`src/rtl/tristate_bus_arbiter_pkg.sv`:
```
// Shared types and counter widths for the tristate bus arbiter and related arbiters.
package tsbus_pkg;

    typedef enum logic [1:0] {
        ST_IDLE  = 2'd0,
        ST_GRANT = 2'd1,
        ST_TURN  = 2'd2
    } state_e;

    // Wide enough for HOLD_MAX up to 255 and TURNAROUND up to 15
    localparam int HOLD_W = 8;
    localparam int TURN_W = 4;

endpackage

```
`src/rtl/tristate_bus_arbiter_if.sv`:
```
// Request/ownership bundle between the arbiter and the bufif0 driver netlist.
interface tristate_bus_arbiter_if #(
    parameter int N_REQ = 4
);
    localparam int IDW = $clog2(N_REQ);

    logic [N_REQ-1:0] req;
    logic [N_REQ-1:0] grant;
    logic [N_REQ-1:0] oe_n;
    logic [IDW-1:0]   grant_id;
    logic             bus_idle;
    logic             preempt;

    modport master (
        input  req,
        output grant, oe_n, grant_id, bus_idle, preempt
    );

    modport slave (
        output req,
        input  grant, oe_n, grant_id, bus_idle, preempt
    );

endinterface

```
`src/rtl/tristate_bus_arbiter_rr_pick.sv`:
```
// Combinational round-robin picker: first set request searching circularly from last+1.
module rr_pick #(
    parameter int N_REQ = 4
) (
    input  logic [N_REQ-1:0]         req,
    input  logic [$clog2(N_REQ)-1:0] last,
    output logic [N_REQ-1:0]         win,
    output logic [$clog2(N_REQ)-1:0] win_id,
    output logic                     any
);
    localparam int IDW  = $clog2(N_REQ);
    localparam int SUMW = IDW + 1;

    logic [SUMW-1:0] sum_s;
    logic [IDW-1:0]  idx_s;
    logic            hit_s;

    // Walk candidates last+1 .. last+N_REQ (mod N_REQ); the first hit wins
    always_comb begin
        win    = '0;
        win_id = '0;
        any    = 1'b0;
        sum_s  = '0;
        idx_s  = '0;
        hit_s  = 1'b0;
        for (int i = 1; i <= N_REQ; i++) begin
            sum_s       = SUMW'(last) + SUMW'(i);
            sum_s       = (sum_s >= SUMW'(N_REQ)) ? (sum_s - SUMW'(N_REQ)) : sum_s;
            idx_s       = sum_s[IDW-1:0];
            hit_s       = req[idx_s] & ~any;
            win[idx_s]  = win[idx_s] | hit_s;
            win_id      = hit_s ? idx_s : win_id;
            any         = any | hit_s;
        end
    end

endmodule

```
`src/rtl/tristate_bus_arbiter.sv`:
```
// Round-robin owner sequencing for a shared pulled-up tristate wire: one bufif0 enable
// at a time, an all-off turnaround gap between owners, and a bounded tenure under contention.
module tristate_bus_arbiter
    import tsbus_pkg::*;
#(
    parameter int N_REQ      = 4,
    parameter int HOLD_MAX   = 8,
    parameter int TURNAROUND = 1
) (
    input  logic                   clk,
    input  logic                   rst_n,
    input  logic                   srst,
    tristate_bus_arbiter_if.master bus
);
    localparam int                IDW       = $clog2(N_REQ);
    localparam logic [HOLD_W-1:0] HOLD_LAST = HOLD_W'(HOLD_MAX - 1);
    localparam logic [TURN_W-1:0] TURN_LAST = TURN_W'(TURNAROUND - 1);
    localparam logic [IDW-1:0]    LAST_RST  = IDW'(N_REQ - 1);

    if (N_REQ < 2 || N_REQ > 16) begin : g_bad_n_req
        $error("tristate_bus_arbiter: N_REQ must be 2..16");
    end
    if (HOLD_MAX < 1 || HOLD_MAX > 255) begin : g_bad_hold_max
        $error("tristate_bus_arbiter: HOLD_MAX must be 1..255");
    end
    if (TURNAROUND < 1 || TURNAROUND > 15) begin : g_bad_turnaround
        $error("tristate_bus_arbiter: TURNAROUND must be 1..15");
    end

    state_e            state_r, state_nxt_s;
    logic [HOLD_W-1:0] hold_cnt_r, hold_nxt_s;
    logic [TURN_W-1:0] turn_cnt_r, turn_nxt_s;
    logic [IDW-1:0]    last_r, last_nxt_s;
    logic [IDW-1:0]    grant_id_r, id_nxt_s;
    logic [N_REQ-1:0]  grant_r, grant_nxt_s, oe_n_r;
    logic              bus_idle_r, preempt_r, preempt_nxt_s;
    logic [N_REQ-1:0]  win_s;
    logic [IDW-1:0]    win_id_s;
    logic              any_s, owner_req_s, others_s, hold_done_s, take_s;

    rr_pick #(.N_REQ(N_REQ)) u_pick (
        .req    (bus.req),
        .last   (last_r),
        .win    (win_s),
        .win_id (win_id_s),
        .any    (any_s)
    );

    // Next-state, counter and next-output logic; take_s marks a new tenure starting
    always_comb begin
        state_nxt_s   = state_r;
        hold_nxt_s    = hold_cnt_r;
        turn_nxt_s    = turn_cnt_r;
        last_nxt_s    = last_r;
        id_nxt_s      = grant_id_r;
        grant_nxt_s   = grant_r;
        preempt_nxt_s = 1'b0;
        take_s        = 1'b0;
        owner_req_s   = |(bus.req & grant_r);
        others_s      = |(bus.req & ~grant_r);
        hold_done_s   = (hold_cnt_r >= HOLD_LAST);

        case (state_r)
            ST_IDLE: begin
                if (any_s) begin
                    take_s = 1'b1;
                end else begin
                    grant_nxt_s = '0;
                end
            end
            ST_GRANT: begin
                if (!owner_req_s || (hold_done_s && others_s)) begin
                    state_nxt_s   = ST_TURN;
                    grant_nxt_s   = '0;
                    turn_nxt_s    = '0;
                    preempt_nxt_s = owner_req_s;
                end else if (hold_done_s) begin
                    hold_nxt_s = hold_cnt_r;
                end else begin
                    hold_nxt_s = hold_cnt_r + HOLD_W'(1);
                end
            end
            ST_TURN: begin
                if (turn_cnt_r >= TURN_LAST) begin
                    if (any_s) begin
                        take_s = 1'b1;
                    end else begin
                        state_nxt_s = ST_IDLE;
                    end
                end else begin
                    turn_nxt_s = turn_cnt_r + TURN_W'(1);
                end
            end
            default: begin
                state_nxt_s = ST_IDLE;
                grant_nxt_s = '0;
            end
        endcase

        // A new tenure restarts the hold count and moves the round-robin pointer
        state_nxt_s = take_s ? ST_GRANT : state_nxt_s;
        grant_nxt_s = take_s ? win_s    : grant_nxt_s;
        last_nxt_s  = take_s ? win_id_s : last_nxt_s;
        id_nxt_s    = take_s ? win_id_s : id_nxt_s;
        hold_nxt_s  = take_s ? '0       : hold_nxt_s;
    end

    // State and output registers; async reset drops every driver enable without a clock
    always_ff @(posedge clk or negedge rst_n) begin
        if (!rst_n) begin
            state_r    <= ST_IDLE;
            hold_cnt_r <= '0;
            turn_cnt_r <= '0;
            last_r     <= LAST_RST;
            grant_id_r <= '0;
            grant_r    <= '0;
            oe_n_r     <= '1;
            bus_idle_r <= 1'b1;
            preempt_r  <= 1'b0;
        end else if (srst) begin
            state_r    <= ST_IDLE;
            hold_cnt_r <= '0;
            turn_cnt_r <= '0;
            last_r     <= LAST_RST;
            grant_id_r <= '0;
            grant_r    <= '0;
            oe_n_r     <= '1;
            bus_idle_r <= 1'b1;
            preempt_r  <= 1'b0;
        end else begin
            state_r    <= state_nxt_s;
            hold_cnt_r <= hold_nxt_s;
            turn_cnt_r <= turn_nxt_s;
            last_r     <= last_nxt_s;
            grant_id_r <= id_nxt_s;
            grant_r    <= grant_nxt_s;
            oe_n_r     <= ~grant_nxt_s;
            bus_idle_r <= ~(|grant_nxt_s);
            preempt_r  <= preempt_nxt_s;
        end
    end

    assign bus.grant    = grant_r;
    assign bus.oe_n     = oe_n_r;
    assign bus.grant_id = grant_id_r;
    assign bus.bus_idle = bus_idle_r;
    assign bus.preempt  = preempt_r;

endmodule

```
`src/flat_wrapper.sv`:
```
// flat-port wrapper written by rule: the top's interface ports become plain ports
module tristate_bus_arbiter_flat import tsbus_pkg::*;
#(
    parameter int N_REQ      = 4,
    parameter int HOLD_MAX   = 8,
    parameter int TURNAROUND = 1
)
  (clk, rst_n, srst, bus_req, bus_grant, bus_oe_n, bus_grant_id, bus_bus_idle, bus_preempt);
  tristate_bus_arbiter_if #(.N_REQ(N_REQ)) bus_i ();
  input  logic clk;
  input  logic rst_n;
  input  logic srst;
  input wire logic [$bits(bus_i.req)-1:0] bus_req;
  output wire logic [$bits(bus_i.grant)-1:0] bus_grant;
  output wire logic [$bits(bus_i.oe_n)-1:0] bus_oe_n;
  output wire logic [$bits(bus_i.grant_id)-1:0] bus_grant_id;
  output wire logic [$bits(bus_i.bus_idle)-1:0] bus_bus_idle;
  output wire logic [$bits(bus_i.preempt)-1:0] bus_preempt;
  assign bus_i.req = bus_req;
  assign bus_grant = bus_i.grant;
  assign bus_oe_n = bus_i.oe_n;
  assign bus_grant_id = bus_i.grant_id;
  assign bus_bus_idle = bus_i.bus_idle;
  assign bus_preempt = bus_i.preempt;
  tristate_bus_arbiter #(.N_REQ(N_REQ), .HOLD_MAX(HOLD_MAX), .TURNAROUND(TURNAROUND)) u_core (.clk(clk), .rst_n(rst_n), .srst(srst), .bus(bus_i));
endmodule
```
`config.mk`:
```
export PLATFORM = sky130hd
export DESIGN_NAME = tristate_bus_arbiter_flat
export DESIGN_NICKNAME = d
export VERILOG_FILES = /design/src/rtl/tristate_bus_arbiter_pkg.sv /design/src/rtl/tristate_bus_arbiter_if.sv /design/src/rtl/tristate_bus_arbiter_rr_pick.sv /design/src/rtl/tristate_bus_arbiter.sv /design/src/flat_wrapper.sv
export SDC_FILE = /design/constraint.sdc
export NUM_CORES = 1
export LEC_CHECK = 0
export CORE_AREA = 2 2 80 82
export DETAILED_ROUTE_END_ITERATION = 6
export DIE_AREA = 0 0 82 84
export GPL_TIMING_DRIVEN = 0
export PLACE_DENSITY = 0.54
export SLEW_MARGIN = 25
export SYNTH_ARGS = -nofsm -noshare
export SYNTH_HDL_FRONTEND = slang
export SYNTH_HIERARCHICAL = 1
export SYNTH_SLANG_ARGS = --single-unit
```
`constraint.sdc`:
```
create_clock -name clk -period 10.7 [get_ports clk]
set_input_delay 1.07 -clock clk [delete_from_list [all_inputs] [get_ports clk]]
set_output_delay 1.07 -clock clk [all_outputs]
set_load 0.03 [all_outputs]
```
# Word level (Yosys, flattened, before mapping)
# Index checks and enable logic that the tools add are counted.
word_totals:
  ramBits: 0
  reg_bits: 28
  rom_bits: 0
  memories: 0
  latch_bits: 0
  input_bits: 7
op_classes:
  n_div: 0
  n_eq_ne: 10
  bitwise_logic: 19
  shifts: 0
  magnitude_cmp: 14
  n_reduce_logical: 17
  muxes: 66
  addsub: 10
  multipliers: 0
ops:
  columns: ["cell", "n"]
  rows:
  - ["two-way mux 8 bit", 5]
  - ["two-way mux 2 bit", 16]
  - ["two-way mux 4 bit", 8]
  - ["two-way mux 1 bit", 18]
  - ["binary-select mux 1 bit (select 2 bit)", 8]
  - ["AND 4 bit", 3]
  - ["bitwise mux 4 bit", 3]
  - ["greater-or-equal comparator 3 bit, second input constant", 4]
  - ["less-than comparator 2 x 3 -> 1 bit, second input constant", 4]
  - ["one-hot mux 4 bit (3 select lines)", 1]
  - ["OR reduction 4 bit", 3]
  - ["inequality test 3 x 2 -> 1 bit, second input constant", 3]
  - ["adder 8 x 1 -> 8 bit, second input constant", 1]
  - ["demux 1 bit (select 2 bit)", 4]
  - ["greater-or-equal comparator 2 x 1 -> 1 bit, second input constant", 4]
  - ["greater-or-equal comparator 8 x 3 -> 1 bit, second input constant", 1]
  - ["inequality test 4 x 2 -> 1 bit, second input constant", 2]
  - ["inverter 4 bit", 2]
  - ["one-hot mux 4 bit (2 select lines)", 1]
  - ["subtractor 2 x 1 -> 2 bit, second input constant", 4]
  - ["OR 1 bit", 7]
  - ["adder 2 x 2 -> 3 bit, second input constant", 2]
  - ["inequality test 3 bit, second input constant", 2]
  - ["one-hot mux 2 bit (3 select lines)", 1]
  - ["18 further kinds", 29]

# Logic depth before layout (Yosys ltp)
depth:
  depth_word: 24
  ltp_mapped: 17

# Cells and area by module
# Netlist, hierarchy kept.
modules_own_cells:
  columns: ["module", "cells_each", "area_each_um2", "seq_area_each_um2", "n_inst"]
  rows:
  - ["tristate_bus_arbiter", 99, 1043.5, 609.3, 1]
  - ["rr_pick", 98, 728.2, 0.0, 1]

# Worst setup path before layout
# No wires, ideal clock.
synth_path:
  kind: "reg2reg"
  start: "register u_core.last_r[0]"
  end: "register u_core.bus_idle_r, in the netlist u_core/bus.bus_idle"
  n_path_buf: 5
  setup_time_ns: 0.082
  setup_slack_ns: 6.673
  path_stages_with_launch: 18
  t_arrival_ns: 3.945
  cell_sequence: "dfstp_2 > buf_6 > clkbuf_1 > clkbuf_1 > inv_1 > ha_1 > clkbuf_1 > mux4_2 > buf_6 > or3b_1 > o2111a_1 > or2_0 > a211o_1 > o21ai_2 > nor4_1 > nand2_1 > o21ai_0 > a211o_1"
synth_between:
  elab_chain_cells: 24
  elab_cells_between_ends: 78
  classes_between: "8 x add/sub; 12 x order compare; 38 x mux; 15 x bitwise; 5 x reduce/logical"
synth_rtl:
  columns: ["item", "line_no", "rtl"]
  rows:
  - ["start: declaration", "tristate_bus_arbiter.sv:33", "logic [IDW-1:0] last_r, last_nxt_s;"]
  - ["start signal: assignment", "tristate_bus_arbiter.sv:134", "last_r <= last_nxt_s;"]
  - ["adder 2 x 1 -> 3 bit", "tristate_bus_arbiter_rr_pick.sv:27", "sum_s = SUMW'(last) + SUMW'(i);"]
  - ["greater-or-equal comparator 3 bit or subtractor 2 x 1 -> 2 bit (tied branches)", "tristate_bus_arbiter_rr_pick.sv:28", "sum_s = (sum_s >= SUMW'(N_REQ)) ? (sum_s - SUMW'(N_REQ)) : sum_s;"]
  - ["two-way mux 2 bit", "tristate_bus_arbiter_rr_pick.sv:28", null]
  - ["less-than comparator 2 x 3 -> 1 bit (implied by the code) or greater-or-equal comparator 2 x 1 -> 1 bit (tied branches)", "tristate_bus_arbiter_rr_pick.sv:31", "win[idx_s] = win[idx_s] | hit_s;"]
  - ["logical AND 1 bit (implied by the code)", "tristate_bus_arbiter_rr_pick.sv:31", null]
  - ["two-way mux 1 bit (implied by the code)", "tristate_bus_arbiter_rr_pick.sv:31", null]
  - ["demux 1 bit (select 2 bit)", "tristate_bus_arbiter_rr_pick.sv:31", null]
  - ["AND 4 bit (no line)", null, null]
  - ["(+9 left out)", null, null]
  - ["two-way mux 1 bit (implied by the code)", "tristate_bus_arbiter_rr_pick.sv:31", null]
  - ["OR 1 bit", "tristate_bus_arbiter_rr_pick.sv:31", null]
  - ["bitwise mux 4 bit *", "tristate_bus_arbiter_rr_pick.sv:31", null]
  - ["via u_core.win_s[2]", "tristate_bus_arbiter.sv:37", "logic [N_REQ-1:0] win_s;"]
  - ["two-way mux 4 bit *", "tristate_bus_arbiter.sv:102", "grant_nxt_s = take_s ? win_s : grant_nxt_s;"]
  - ["OR reduction 4 bit *", "tristate_bus_arbiter.sv:138", "bus_idle_r <= ~(|grant_nxt_s);"]
  - ["inverter 1 bit *", "tristate_bus_arbiter.sv:138", null]
  - ["two-way mux 1 bit *", "tristate_bus_arbiter.sv:120", "end else if (srst) begin"]
  - ["end signal: assignment", "tristate_bus_arbiter.sv:138", null]
  - ["end: declaration", "tristate_bus_arbiter.sv:36", "logic bus_idle_r, preempt_r, preempt_nxt_s;"]
# Mark *: on every way through the listed nets, which the timed path passes. The rest lies on a longest branch. The select of a mux whose other input is x is not followed.
# A chain may end at the register's enable or synchronous reset.

# Worst setup path after layout
# Same ends and word-level chain as after synthesis.

==> flow_metrics.py <==
metrics = {
    "run_status": {
        "status": "finished clean",
    },
    "synth": {
        "synth.area.mux_share": 0.1144,
        "synth_fa_ha_area_frac": 0.03531,
        "synth_top_family_by_area": "compound AO/OA/AOI/OAI gates",
        "synth_compound_area_frac": 0.2253,
        "avgSynthCellArea_um2": 8.993,
        "synth_cells": 197,
        "synth-seq-cells": 24,
        "yosys-top-cells-area": "dfrtp_1 24%, dfstp_2 10%, nand2_1 5.3%",
        "netlist-cell-type-count": 47,
        "syn-cell-area_um2": 1772,
        "synth_top_area_cell": "dfrtp_1",
        "synth_top_area_frac": 0.2401,
        "synth-simple-area-share": 0.2161,
        "synth_xor_area_frac": 0,
        "syn_nets": 209,
        "ys_seq_area_frac": 0.3439,
        "yosysWarnings": 6,
    },
    "place": {
        "hpwl_um": 3101,
        "gp_congestion": 0.7663,
        "post_dp_cell_area_um2": 2033,
        "portBuffers": 17,
    },
    "route": {
        "wl_met2_um": 1908,
        "vias": 1548,
        "drt_wl_total_um": 4151,
        "vias_per_cell": 5.247,
        "wire_per_inst_um": 14.07,
        "drtAntennaViolNets": 0,
        "topRoutingLayerUsed": "met4",
        "wl_met3_um": 106,
        "drtPass1Iterations": 4,
        "drt_iter0_markers": 104,
        "drc": 0,
        "wl_met1_um": 2117,
    },
    "sta": {
        "drv_slew": 0,
        "finalCriticalPeriod_ns": 4.793,
        "setup-tns-final_ns": 0,
        "final.setup_skew_ns": 0.008507,
        "fmax_mhz": 208.6,
        "relSlewSlack": 0.5893,
        "tightestPinTransition_ns": 0.6119,
        "hold_viol": 0,
        "whs_ns": 0.4664,
        "setup_viol": 0,
        "fin_crit_sh": 0.4479,
        "rsz0062_at_grt": "false",
    },
    "grt": {
        "grt_use_total": 0.1267,
        "grt.overflow.total": 0,
        "grt_start_max_net_pins": 25,
        "grt_pass1_vias": 1531,
        "antenna_found_initial": 0,
        "grt_first_pass_wirelength_um": 7203,
    },
    "power_and_ir_drop": {
        "power.density_nw_per_um2": 161.3,
        "vdd_drop_max_mv": 0.09257,
        "total_power_mw": 0.3369,
        "p_leak_nw": 0.8616,
    },
    "clock_tree": {
        "numCtsBuffers": 3,
        "cts_num_sinks": 24,
        "clockBufferDepth": 2,
        "cts_resized": 0,
        "clk_pin_slew_ns": 0.08,
        "ctsHtreeMaxLevel": 1,
        "tritoncts": "yes",
        "clk_latency_ns": 0.26,
        "cts_hold_buf": 0,
        "postCtsSetupBuffers": 0,
        "root_buffer": "clkbuf_8",
    },
    "die": {
        "core_um2": 6096,
        "die_h_um": 84,
        "die_w_um": 82,
        "start_util": 0.2906,
        "dieArea_um2": 6888,
        "io_pins": 19,
        "num_rows": 29,
    },
    "hold_path": {
        "hp-class": "reg -> reg",
    },
    "cells_and_area": {
        "drive_above_1_share": 0.1239,
        "fin_area_um2": 2088,
        "final_nets": 231,
        "synthToLayoutAreaGrowth_pct": 17.87,
        "antenna_cells": 0,
    },
    "worst_setup_path": {
        "required_ns": 10.88,
        "worst_ep_arrival_time_ns": 4.98,
        "cp-start-kind": "flip-flop",
        "crit_fanout": 10,
        "end_kind": "flip-flop",
        "crit_type": "reg -> reg",
    },
    "flow_run": {
        "drv_cap": 0,
    },
}
[area by class of cell]
type                       instances  area (um2)
timing repair buffer              17       165.2
sequential                        24       609.3
clock buffer                       4       55.05
multi-input combinational        149        1047
tap                               77       96.34
buffer                            17       88.84
fill                             638        4008
inverter                           7       26.28
[through the flow]
step / cells / setup WS (ns) / utilization
2_1_floorplan: 197 / 6.673 / -
3_3_place_gp: 291 / 5.928 / 0.3344
3_5_place_dp: 291 / 5.964 / 0.3335
4_1_cts: 295 / 5.944 / 0.3426
5_1_grt: 295 / 5.515 / 0.3426
6_report: 295 / 5.907 / 0.3426
[worst max-delay path: stages (launching register included)]
cell and delay [ns]:
dfstp_2 0.58, buf_6 0.15, clkbuf_1 0.41, clkbuf_1 0.46
inv_1 0.16, ha_1 0.31, clkbuf_1 0.31, mux4_2 0.39
buf_6 0.16, or3b_1 0.39, o2111a_1 0.14, nor2_1 0.26
o211ai_2 0.18, mux2i_1 0.27, nor4_1 0.08, nand2_1 0.06
o21ai_0 0.09, a211o_1 0.30
[registers in the layout, indices dropped and copies added (netlist names)]
| register | cells |
|---|---|
| u_core/bus.oe_n | 4 |
| u_core/state_r | 2 |
| u_core/bus.bus_idle | 1 |
| u_core/bus.grant_id | 2 |
| u_core/bus.grant | 4 |
| u_core/bus.preempt | 1 |
| u_core/last_r | 2 |
| u_core/hold_cnt_r | 8 |
[cell usage after synthesis (all sizes together)]
cell     instances
nand2           25
a221o            4
a221oi           5
nor3             2
buf              5
dfrtp           17
and2             4
o2111ai          1
o21ai           11
o2111a           2
and3             2
nor4             2
mux2i            9
a22oi            5
nand2b           4
a311oi           1
inv              7
clkbuf          12
or3              3
nor3b            4
ha               5
o211ai           5
dfstp            7
and3b            3
a211oi           2
nand3b           1
a31oi            3
mux4             4
a2bb2oi          1
nor4b            1
nor2            12
or4              1
or3b             2
mux2             2
a211o            3
nand3            1
a21oi           12
a21o             1
or2              2
nand4            1
nor2b            3
[cells by family after synthesis]
kind of cell               after synthesis
and+or+nand+nor                         73
AOI/OAI and AO/OA                       56
muxes                                   15
adders and majority gates                5
DFF                                     24
buffers and inverters                   24
[cells in the final DEF, fill, tap and decap left out, types with 5 or more instances in the layout]
| master | Yosys | final |
|---|---|---|
| clkdlybuf4s50_1 | 0 | 16 |
| dfstp_2 | 7 | 7 |
| dfrtp_1 | 17 | 17 |
| nand2_1 | 25 | 25 |
| nor2_1 | 12 | 12 |
| inv_1 | 7 | 7 |
| ha_1 | 5 | 5 |
| o21ai_0 | 9 | 9 |
| clkbuf_1 | 12 | 12 |
| a21oi_1 | 12 | 12 |
| a221oi_1 | 5 | 5 |
| mux2i_1 | 9 | 9 |
| a22oi_1 | 5 | 5 |
[worst paths after layout]
| check | to | startpoint | slack, ns | cells past startpoint |
|---|---|---|---|---|
| worst max-delay path | u_core/bus.bus_idle | u_core/last_r[0] | 5.91 | 17 |
| worst min-delay path | u_core/state_r[1] | u_core/state_r[1] | 0.47 | 1 |
| worst max register to register | u_core/bus.bus_idle | u_core/last_r[0] | 5.91 | 17 |
| worst min register to register | u_core/state_r[1] | u_core/state_r[1] | 0.47 | 1 |
| max in group asynchronous | u_core/bus.oe_n[2] | rst_n | 9.55 | 1 |
| min in group asynchronous | u_core/hold_cnt_r[1] | rst_n | 0.78 | 1 |
[where the power goes]
part           internal (mW)  switching, mW  total (mW)
Clock                 0.0327         0.0263      0.0590
Sequential             0.102        0.00675       0.109
Combinational         0.0701         0.0985       0.169
[per-layer routing]
metal | up-vias | GRT usage
met5 | - | 0
met4 | 0 | 0.02424
met3 | 2 | 0.007576
met2 | 24 | 0.1988
met1 | 751 | 0.1913
li1 | 771 | -
Power figures use the tool's default switching activity.
